[src/rtl/bridge_scheduler.sv]
// rtl/bridge_scheduler.sv - drawbridge road/river sequencer with round-robin boat grants
// Define SCHED_EMERGENCY_EN to add the EmergencyReq road-priority input.
module bridge_scheduler #(
    parameter int MIN_ROAD_CYCLES = 8,
    parameter int CLEAR_TIMEOUT   = 16,
    parameter int MOVE_TIMEOUT    = 32,
    parameter int MAX_BOATS       = 4,
    parameter int CNT_W           = 3
) (
    input  logic             Clk,
    input  logic             Reset,
    input  logic             BoatArrUp,
    input  logic             BoatArrDown,
    input  logic             BoatPassed,
    input  logic             CarsClear,
    input  logic             BridgeUp,
    input  logic             BridgeDown,
`ifdef SCHED_EMERGENCY_EN
    input  logic             EmergencyReq,
`endif
    output logic             RaiseCmd,
    output logic             LowerCmd,
    output logic             RoadStop,
    output logic             GoUp,
    output logic             GoDown,
    output logic             Alarm,
    output logic             Fault,
    output logic [CNT_W-1:0] QueueUp,
    output logic [CNT_W-1:0] QueueDown
);

    localparam int TMAX = (CLEAR_TIMEOUT > MOVE_TIMEOUT) ? CLEAR_TIMEOUT : MOVE_TIMEOUT;
    localparam int TW   = $clog2(TMAX + 1);
    localparam int RW   = $clog2(MIN_ROAD_CYCLES + 1);
    localparam int SW   = $clog2(MAX_BOATS + 1);

    localparam logic [TW-1:0]    T_ONE      = TW'(1);
    localparam logic [TW-1:0]    T_SAT      = TW'(TMAX);
    localparam logic [TW-1:0]    T_CLEAR    = TW'(CLEAR_TIMEOUT);
    localparam logic [TW-1:0]    T_MOVE     = TW'(MOVE_TIMEOUT);
    localparam logic [RW-1:0]    R_MIN      = RW'(MIN_ROAD_CYCLES);
    localparam logic [SW-1:0]    SERVED_MAX = SW'(MAX_BOATS);
    localparam logic [CNT_W-1:0] Q_MAX      = '1;

    typedef enum logic [2:0] {
        ROAD_OPEN, CLEARING, RAISING, BOAT_PASS, LOWERING, FAULT
    } state_t;

    state_t           state, state_n;
    logic [TW-1:0]    timer, timer_n, timer_inc;
    logic [RW-1:0]    road_timer, road_timer_n;
    logic [SW-1:0]    served, served_n;
    logic             last_up, last_up_n;
    logic             go_up_n, go_down_n;
    logic             pass_up, pass_down;
    logic [CNT_W-1:0] q_up_n, q_down_n;
    logic             emerg;

`ifdef SCHED_EMERGENCY_EN
    assign emerg = EmergencyReq;
`else
    assign emerg = 1'b0;
`endif

    // timer holds the number of cycles spent in the current state, counting the current one
    always_comb begin
        state_n      = state;
        timer_inc    = (timer == T_SAT) ? timer : timer + 1'b1;
        timer_n      = timer;
        road_timer_n = road_timer;
        served_n     = served;
        last_up_n    = last_up;
        go_up_n      = GoUp;
        go_down_n    = GoDown;
        case (state)
            ROAD_OPEN: begin
                if (road_timer != R_MIN) road_timer_n = road_timer + 1'b1;
                if (road_timer == R_MIN && (QueueUp != '0 || QueueDown != '0) && !emerg) begin
                    state_n = CLEARING;
                    timer_n = T_ONE;
                end
            end
            CLEARING: begin
                timer_n = timer_inc;
                if (emerg) begin
                    state_n = ROAD_OPEN;
                end else if (CarsClear) begin
                    state_n  = RAISING;
                    timer_n  = T_ONE;
                    served_n = '0;
                end
            end
            RAISING: begin
                timer_n = timer_inc;
                if (BridgeUp)              state_n = BOAT_PASS;
                else if (timer >= T_MOVE)  state_n = FAULT;
            end
            BOAT_PASS: begin
                if (GoUp || GoDown) begin
                    if (BoatPassed) begin
                        served_n  = served + 1'b1;
                        last_up_n = GoUp;
                        go_up_n   = 1'b0;
                        go_down_n = 1'b0;
                    end
                end else if ((QueueUp == '0 && QueueDown == '0) || served == SERVED_MAX || emerg) begin
                    state_n = LOWERING;
                    timer_n = T_ONE;
                end else if (QueueUp != '0 && (QueueDown == '0 || !last_up)) begin
                    go_up_n = 1'b1;
                end else begin
                    go_down_n = 1'b1;
                end
            end
            LOWERING: begin
                timer_n = timer_inc;
                if (BridgeDown) begin
                    state_n      = ROAD_OPEN;
                    road_timer_n = '0;
                end else if (timer >= T_MOVE) begin
                    state_n = FAULT;
                end
            end
            FAULT:   state_n = FAULT;
            default: state_n = FAULT;
        endcase
        if (BridgeUp && BridgeDown) state_n = FAULT;
        if (state_n != BOAT_PASS) begin
            go_up_n   = 1'b0;
            go_down_n = 1'b0;
        end
    end

    // an arrival and a pass on the same side cancel out
    always_comb begin
        pass_up   = (state == BOAT_PASS) && GoUp && BoatPassed;
        pass_down = (state == BOAT_PASS) && GoDown && BoatPassed;
        q_up_n    = QueueUp;
        q_down_n  = QueueDown;
        if (BoatArrUp && !pass_up && QueueUp != Q_MAX)          q_up_n = QueueUp + 1'b1;
        else if (pass_up && !BoatArrUp && QueueUp != '0)        q_up_n = QueueUp - 1'b1;
        if (BoatArrDown && !pass_down && QueueDown != Q_MAX)    q_down_n = QueueDown + 1'b1;
        else if (pass_down && !BoatArrDown && QueueDown != '0)  q_down_n = QueueDown - 1'b1;
    end

    always_ff @(posedge Clk) begin
        if (Reset) begin
            state      <= ROAD_OPEN;
            timer      <= '0;
            road_timer <= '0;
            served     <= '0;
            last_up    <= 1'b0;
            QueueUp    <= '0;
            QueueDown  <= '0;
            RaiseCmd   <= 1'b0;
            LowerCmd   <= 1'b0;
            RoadStop   <= 1'b0;
            GoUp       <= 1'b0;
            GoDown     <= 1'b0;
            Alarm      <= 1'b0;
            Fault      <= 1'b0;
        end else begin
            state      <= state_n;
            timer      <= timer_n;
            road_timer <= road_timer_n;
            served     <= served_n;
            last_up    <= last_up_n;
            QueueUp    <= q_up_n;
            QueueDown  <= q_down_n;
            RaiseCmd   <= (state_n == RAISING);
            LowerCmd   <= (state_n == LOWERING);
            RoadStop   <= (state_n != ROAD_OPEN);
            GoUp       <= go_up_n;
            GoDown     <= go_down_n;
            Alarm      <= (state_n == FAULT) || (state_n == CLEARING && timer_n >= T_CLEAR);
            Fault      <= (state_n == FAULT);
        end
    end

endmodule
[config.mk]
export PLATFORM = sky130hd
export DESIGN_NAME = bridge_scheduler
export DESIGN_NICKNAME = d
export VERILOG_FILES = /design/src/rtl/bridge_scheduler.sv
export SDC_FILE = /design/constraint.sdc
export NUM_CORES = 1
export LEC_CHECK = 0
export CORE_UTILIZATION = 63
export CTS_BUF_LIST = sky130_fd_sc_hd__clkbuf_8
export DETAILED_ROUTE_END_ITERATION = 8
export PLACE_DENSITY = 0.88
export SLEW_MARGIN = 30
export SYNTH_ARGS = -nofsm -noshare
export SYNTH_HDL_FRONTEND = slang
export SYNTH_SLANG_ARGS = --single-unit
[constraint.sdc]
create_clock -name Clk -period 3.6 [get_ports Clk]
set_input_delay 0.36 -clock Clk [delete_from_list [all_inputs] [get_ports Clk]]
set_output_delay 0.36 -clock Clk [all_outputs]
set_load 0.005 [all_outputs]
==> metrics.yaml, run 1 <==
status: "finished, final reports clean"
vias_per_cell: 6.21
gp_congestion: 0.814
busiest_layer: "met2"
cts_buffer_depth: 2
antenna_cells: 0
dp_hpwl_um: 2870
die_w_um: 57.8
rsz0062_at_grt: "no"
met1_usage_pct: 35.3
synth_seq_cells: 30
fin_worst_skew_ns: 0.00397
grt_pass1_wl_um: 7020
cp_max_fo: 17
syn_area_mm2: 0.00196
fin_ws_ns: 0.946
ff2ff_setup_slack_ns: 0.95
crit_end: "QueueDown[2]"
wl_per_cell_um: 14.4
cp-startpoint: "state[2]"
grt-ovfl-total: 0
ys_types: 51
syn_inst: 248
drc: 0
cts_hold_buf: 0
critPathKind: "flip-flop to flip-flop"
track_usage_pct: 27.0
period_share_pct: 73.7
yosysTopAreaCell: "dfxtp_1"
io_buffers: 20
start_util_pct: 68.9
pre_cts_ws_ns: 0.967
yosys-mux-area-fraction_pct: 0
synth_simple_gate_area_share_pct: 31.7
synth_most_common_cell: "dfxtp_1"
yosys_most_used_dff: "dfxtp_1"
drive_above_1_share_pct: 11.2
period_minus_slack_ns: 2.65
setup_viol: 0
crit_family: "compound AO/OA/AOI/OAI gates"
power_density_mw_per_mm2: 373
vias: 1801
drv_slew: 0
synth_xor_area_share_pct: 3.12
final.setup.tns_ns: 0
cts_buffers: 5
fillers: 218
pin_count: 21
fin_cells: 290
fin_area_mm2: 0.00220
insertion_delay_ns: 0.28
synth_compound_area_share_pct: 21.7
met3_usage_pct: 5.13
dp_cells: 282
cts.sinks: 30
area_growth_pct: 12.0
synth_top_area_share_pct: 30.6
start_kind: "flip-flop"
drt_wl_total_um: 4180
rr_startpoint: "state[2]"
dieArea_mm2: 0.00335
grt_pass1_vias: 1591
seq_area_frac_synth_pct: 30.6
maxCapViolations: 0
path_cells: "and3b_1 -> nand3_4 -> nand2_1 -> a31o_2 -> fa_1 -> nand3_1 -> o22ai_1 -> a2111oi_2"
slew_headroom_pct: 57.1
ff2ff_path_depth: 8
nets: 274
synth_top_family_by_area: "simple AND/OR/NAND/NOR gates"
vdd_drop_max_mv: 0.343
worstHoldPathType: "flip-flop to flip-flop"
clkTransAtPathRegs_ns: 0.06
slowest_stage: "dfxtp_1"
cp.depth: 8
drtPass1Iterations: 4
synth_edf_count: 0
cp_slowest_stage_delay_ns: 0.63
cp-end-kind: "flip-flop"
r2r_end: "QueueDown[2]"
gr-usage-met2_pct: 42.7
die_y_um: 57.8
ant_nets: 0
synthArstFlopShare_pct: 0
antenna_found_initial: 0
h-tree-depth: 2
postCtsSetupBuffers: 0
hold_viol: 0
rows: 19
postSynthAreaPerCell_um2: 7.92
worstPathRequired_ns: 3.77
yosysWarnings: 0
placed_area_mm2: 0.00211
cts_repair_resize_count: 0
grt_max_degree: 28
synth_common_cells: "dfxtp_1 (30), nand2_1 (24), nor2_1 (22), a21oi_1 (17), o21ai_0 (17)"
p_leak_uw: 0.000772
core-area_mm2: 0.00285
worst_pin_slew_ns: 0.639
cts_tree: "done"
root_buffer: "clkbuf_8"
synth_area_leaders: "dfxtp_1 (31%), nand2_1 (4.6%), a21oi_1 (4.3%)"
synth_adder_area_share_pct: 5.86
fmax_ghz: 0.377
synthesis.nets: 264
cp.buffers_inverters: 0
worstPathArrival_ns: 2.82
drt_iter0_drc: 89
-- stage by stage --
step	hold slack, ns	util, %	power (µW)
final	0.467	77.1	821
after floorplan	0.437	-	502
after global placement	0.451	74.1	542
after global routing	0.507	77.1	861
after CTS	0.466	77.1	826
after detailed placement	0.457	73.9	547
-- logic make-up (layout without fill, tap and decap cells) --
group                    count (synthesis)  in the layout
AO/OA/AOI/OAI                           64             64
AND/OR/NAND/NOR                        109            109
flip-flops                              30             30
XOR/XNOR                                 7              7
buffers and inverters                   30             41
adder cells (fa/ha/maj)                  8              8
-- report_power, final --
group | switching (µW) | leakage [µW] | internal, µW
logic | 86.4 | 0.000475 | 77.6
registers | 30.0 | 0.000244 | 349
clock network | 127 | 0.0000524 | 151
total | 243 | 0.000772 | 578
-- flip-flops by register name, indices dropped and copies added (netlist names), named ones only --
signal / flops
Alarm: 1
Fault: 1
GoDown: 1
GoUp: 1
LowerCmd: 1
QueueDown: 3
QueueUp: 3
RaiseCmd: 1
RoadStop: 1
last_up: 1
road_timer: 4
served: 3
state: 3
timer: 5
-- worst min-delay path by stage --
stage,cells past startpoint,to,startpoint
global placement,2,last_up,last_up
CTS,2,last_up,last_up
finish,2,last_up,last_up
floorplan,2,last_up,last_up
detailed placement,2,last_up,last_up
global route,2,last_up,last_up
-- placed cells by master, fill, tap and decap left out, types with 7 or more instances in the layout --
cell             count
nand2_1             24
a21oi_1             17
nor2_1              22
clkdlybuf4s50_1     19
nand3b_1             7
nand3_1             12
nor3_1              11
inv_1               14
dfxtp_1             30
o21ai_0             17
-- layout make-up --
type / count / area (µm²) / area share, %
tap: 31 / 38.8 / 1.76
multi-input combinational: 188 / 1220 / 55.7
inverter: 13 / 48.8 / 2.22
timing repair buffer: 20 / 195 / 8.87
clock inverter: 2 / 8.76 / 0.398
clock buffer: 6 / 82.6 / 3.75
sequential: 30 / 601 / 27.3
-- worst min-delay path: cells and delay by family, from the launching register on --
| family | cells | cell delay, ns |
|---|---|---|
| AOI/OAI and AO/OA | 1 | 0.06 |
| DFF | 1 | 0.31 |
| and+or+nand+nor | 1 | 0.05 |
-- layer usage --
metal	part of all wire, %	up-vias
met2	47	54
met4	2.2	0
met5	0	-
li1	-	909
met3	4.9	8
met1	46	830
Note: power is estimated with default switching activity, not from simulation.
==> inputs of run 2 (changes only) <==
CORE_UTILIZATION = 58   (was 63)
PLACE_DENSITY = 0.82   (was 0.88)
clock period = 2.6 ns   (was 3.6 ns; I/O delays follow)
==> metrics.yaml, run 2 (same netlist as run 1, synthesis figures left out) <==
status: "finished, final reports clean"
area_growth_pct: 17.0
cts_repair_resize_count: 0
track_usage_pct: 25.2
cts.sinks: 30
root_buffer: "clkbuf_8"
fin_area_mm2: 0.00230
power_uw: 1220
largest_reg_flops: 5
worstHoldPathType: "flip-flop to flip-flop"
worst_pin_slew_ns: 0.509
grt_max_degree: 17
ff2ff_setup_slack_ns: 0.42
p_leak_uw: 0.000816
rr_startpoint: "state[2]"
rsz0062_at_grt: "no"
antenna_cells: 0
min_to: "last_up"
drt_wl_total_um: 4040
fmax_ghz: 0.459
critPathKind: "flip-flop to flip-flop"
drtPass1Iterations: 4
vdd_drop_max_mv: 0.304
dieArea_mm2: 0.00362
worstPathRequired_ns: 2.79
largest_register: "timer"
final_cell_mix: "dfxtp_1 (30), nand2_1 (24), nor2_1 (22), clkdlybuf4s50_1 (20)"
h-tree-depth: 2
hp-start: "last_up"
placed_area_mm2: 0.00219
slew_headroom_pct: 66.0
io_buffers: 20
hold_viol: 0
maxCapViolations: 0
cts_tree: "done"
r2r_end: "QueueDown[2]"
largestRegisters: "timer (5), road_timer (4)"
ff2ff_path_depth: 8
fin_ws_ns: 0.424
pre_cts_ws_ns: 0.210
multiInputGateArea_mm2: 0.00122
fin_worst_skew_ns: 0.00611
grt-ovfl-total: 0
insertion_delay_ns: 0.29
antenna_found_initial: 0
start_kind: "flip-flop"
wl_per_cell_um: 13.0
postCtsSetupBuffers: 0
grt_pass1_vias: 1542
clkTransAtPathRegs_ns: 0.07
rows: 20
die_w_um: 60.2
setup_viol: 0
cts_buffers: 5
drt_iter0_drc: 143
cts_hold_buf: 0
fillers: 269
period_minus_slack_ns: 2.18
die_y_um: 60.2
grt_pass1_wl_um: 6830
cp_max_fo: 8
gp_congestion: 0.870
worstHoldPathCells: 2
seq_area_um2: 601
period_share_pct: 83.7
cts_buffer_depth: 2
final.setup.tns_ns: 0
vias: 1788
cp-end-kind: "flip-flop"
dp_hpwl_um: 2860
drv_slew: 0
drive_above_1_share_pct: 13.9
ant_nets: 0
pin_count: 21
nets: 282
vias_per_cell: 5.75
final_common_cell: "dfxtp_1"
worstPathArrival_ns: 2.37
core-area_mm2: 0.00313
power_density_mw_per_mm2: 532
start_util_pct: 62.8
drc: 0
==> run 2: worst max-delay path by stage <==
stage,cells after the start,slack [ns],from,end
after CTS,8,0.44,state[2],QueueDown[2]
after floorplan,9,0.42,state[2],QueueDown[2]
final,8,0.42,state[2],QueueDown[2]
after global routing,8,0.30,state[2],QueueDown[2]
after global placement,8,0.24,BoatPassed,QueueDown[2]
after detailed placement,8,0.21,BoatPassed,QueueDown[2]
==> run 2: routing by layer <==
layer  GRT usage (%)  wire length (µm)
met1            32.3              1920
met2            40.7              1880
met3            6.49               170
met4            8.97                64
met5               0                 0
==> run 2: cell type report <==
| class | instances | area share (%) |
|---|---|---|
| clock buffers | 5 | 2.99 |
| clock inverters | 3 | 1.74 |
| inverters | 13 | 2.12 |
| multi-input cells | 188 | 53.3 |
| flip-flops and latches | 30 | 26.1 |
| well taps | 44 | 2.40 |
| repair buffers | 28 | 11.3 |
==> run 2: worst max-delay path, stage by stage, from the launching register on <==
cell and delay, ns:
dfxtp_1 0.33, and3b_1 0.29, nand3_4 0.17, nand2_1 0.08
a31o_2 0.22, fa_1 0.41, nand3_1 0.12, o22ai_1 0.09
a2111oi_2 0.35
==> run 2: per-stage QoR <==
stage	utilization (%)	hold WS, ns	instances
2_1_floorplan	-	0.437	248
5_1_grt	73.5	0.488	311
6_report	73.5	0.464	311
4_1_cts	73.5	0.466	311
3_3_place_gp	70.0	0.450	303
3_5_place_dp	70.0	0.456	303
==> run 2: power breakdown <==
part / internal (µW) / switching (µW)
clock: 282 / 184
sequential: 484 / 31.6
combinational: 116 / 126
==> inputs of run 3 (changes only) <==
CORE_UTILIZATION = 53   (was 58)
PLACE_DENSITY = 0.78   (was 0.82)
clock period = 1.79 ns   (was 2.6 ns; I/O delays follow)
==> metrics.yaml, run 3 (same netlist as run 1, synthesis figures left out) <==
dp_hpwl_um: 3260
grt-ovfl-total: 0
largest_register: "timer"
largestRegisters: "timer (5), road_timer (4)"
antenna_cells: 0
gp_congestion: 0.838
h-tree-depth: 2
violations: "setup timing"
cts_buffers: 5
wl_per_cell_um: 14.2
cts_tree: "done"
grt_max_degree: 17
power_density_mw_per_mm2: 659
maxCapViolations: 0
whs_ns: 0.475
start_util_pct: 57.1
nets: 320
drc: 0
vias: 1993
insertion_delay_ns: 0.29
multiInputGateArea_mm2: 0.00136
antenna_found_initial: 0
setup_viol: 4
drv_slew: 0
fmax_ghz: 0.498
fin_worst_skew_ns: 0.00638
fin_ws_ns: -0.218
pin_count: 21
drtPass1Iterations: 4
vdd_drop_max_mv: 0.391
power_frac_comb_pct: 27.5
p_sw_uw: 539
p_clk_share_pct: 32.0
seq_power_share_pct: 40.5
period_minus_slack_ns: 2.01
period_share_pct: 112
switching_share_pct: 30.1
start_kind: "flip-flop"
cp-end-kind: "flip-flop"
largest_reg_flops: 5
worstPathArrival_ns: 2.19
grt_pass1_vias: 1724
p_leak_uw: 0.00101
final_cell_mix: "buf_4 (45), dfxtp_1 (26), nor2_1 (21), nand2_1 (20), clkdlybuf4s50_1 (20)"
dieArea_mm2: 0.00395
drt_iter0_drc: 126
worstPathRequired_ns: 1.98
die_y_um: 62.9
io_buffers: 20
drt_wl_total_um: 4980
final_common_cell: "buf_4"
pre_cts_ws_ns: -0.338
cts_buffer_depth: 2
seq_area_um2: 606
root_buffer: "clkbuf_8"
status: "finished, violations left"
core-area_mm2: 0.00344
hold_viol: 0
postLayoutCoreUtil_pct: 78.9
drive_above_1_share_pct: 33.1
cp_max_fo: 4
clkTransAtPathRegs_ns: 0.07
cts.sinks: 30
die_w_um: 62.9
vias_per_cell: 5.68
rsz0062_at_grt: "yes"
ant_nets: 0
critPathKind: "flip-flop to flip-flop"
worstHoldPathType: "flip-flop to flip-flop"
fillers: 241
power.internal_uw: 1250
rows: 21
area_growth_pct: 38.2
slew_headroom_pct: 76.3
track_usage_pct: 25.7
grt_pass1_wl_um: 7990
worst_pin_slew_ns: 0.355
-- run 3: changes by cell type in the layout (fill, tap and decap cells not counted), sizes merged --
| cell | before | now |
|---|---|---|
| clkinvlp | 0 | 1 |
| bufinv | 1 | 0 |
| clkinv | 2 | 1 |
| buf | 8 | 46 |
| clkbuf | 5 | 6 |
-- run 3: what timing repair did --
action | CTS | global route
gates resized for setup | 5 | 23
setup buffers | 2 | 9
pin swaps | 9 | 17
hold buffers | 0 | 0
setup endpoints to repair | 5 | 15
-- run 3: path summary, 6_finish.rpt --
check                              start           end  slack, ns  depth (start not counted)
worst max-delay path            state[2]  QueueDown[2]      -0.22                          9
worst min-delay path             last_up       last_up       0.48                          2
worst max register to register  state[2]  QueueDown[2]      -0.22                          9
worst min register to register   last_up       last_up       0.48                          2
-- run 3: cell type report --
cell class                      instances  area share, %
Multi-Input combinational cell        188           50.0
Sequential cell                        30           22.3
Timing Repair Buffer                   66           20.2
Clock buffer                            6           3.04
Tap cell                               46           2.12
Inverter                               13           1.80
Clock inverter                          2          0.461
-- run 3: power groups by stage --
| stage | registers, µW | logic [µW] | clock network, µW |
|---|---|---|---|
| after global routing | 729 | 547 | 616 |
| after detailed placement | 738 | 438 | 0 |
| after CTS | 724 | 448 | 584 |
| after global placement | 737 | 426 | 0 |
| final | 725 | 492 | 573 |
| after floorplan | 746 | 277 | 0 |
-- run 3: through the flow --
step                      instance area [µm²]  total power, µW  instances  setup TNS (ns)
after floorplan                          2010             1020        248          -0.922
after global placement                   2430             1160        332           -1.10
after detailed placement                 2430             1180        332           -1.34
after CTS                                2560             1760        342          -0.454
after global routing                     2720             1890        351           -1.48
final                                    2720             1790        351          -0.778
-- run 3: critical path, cell delays in order (launching register included) --
cell	delay, ns
dfxtp_2	0.33
and3b_2	0.27
nand3_4	0.11
nand2_4	0.05
a31o_4	0.20
fa_2	0.39
buf_6	0.14
o21ai_2	0.15
nor2_1	0.07
a2111oi_2	0.20
-- run 3: routing by layer --
| layer | up-vias | global-route usage [%] | part of all wire (%) |
|---|---|---|---|
| met5 | - | 0 | 0 |
| met4 | 0 | 9.30 | 1.7 |
| met3 | 9 | 6.02 | 4.1 |
| met2 | 55 | 42.1 | 51 |
| met1 | 927 | 32.5 | 43 |
| li1 | 1002 | - | - |
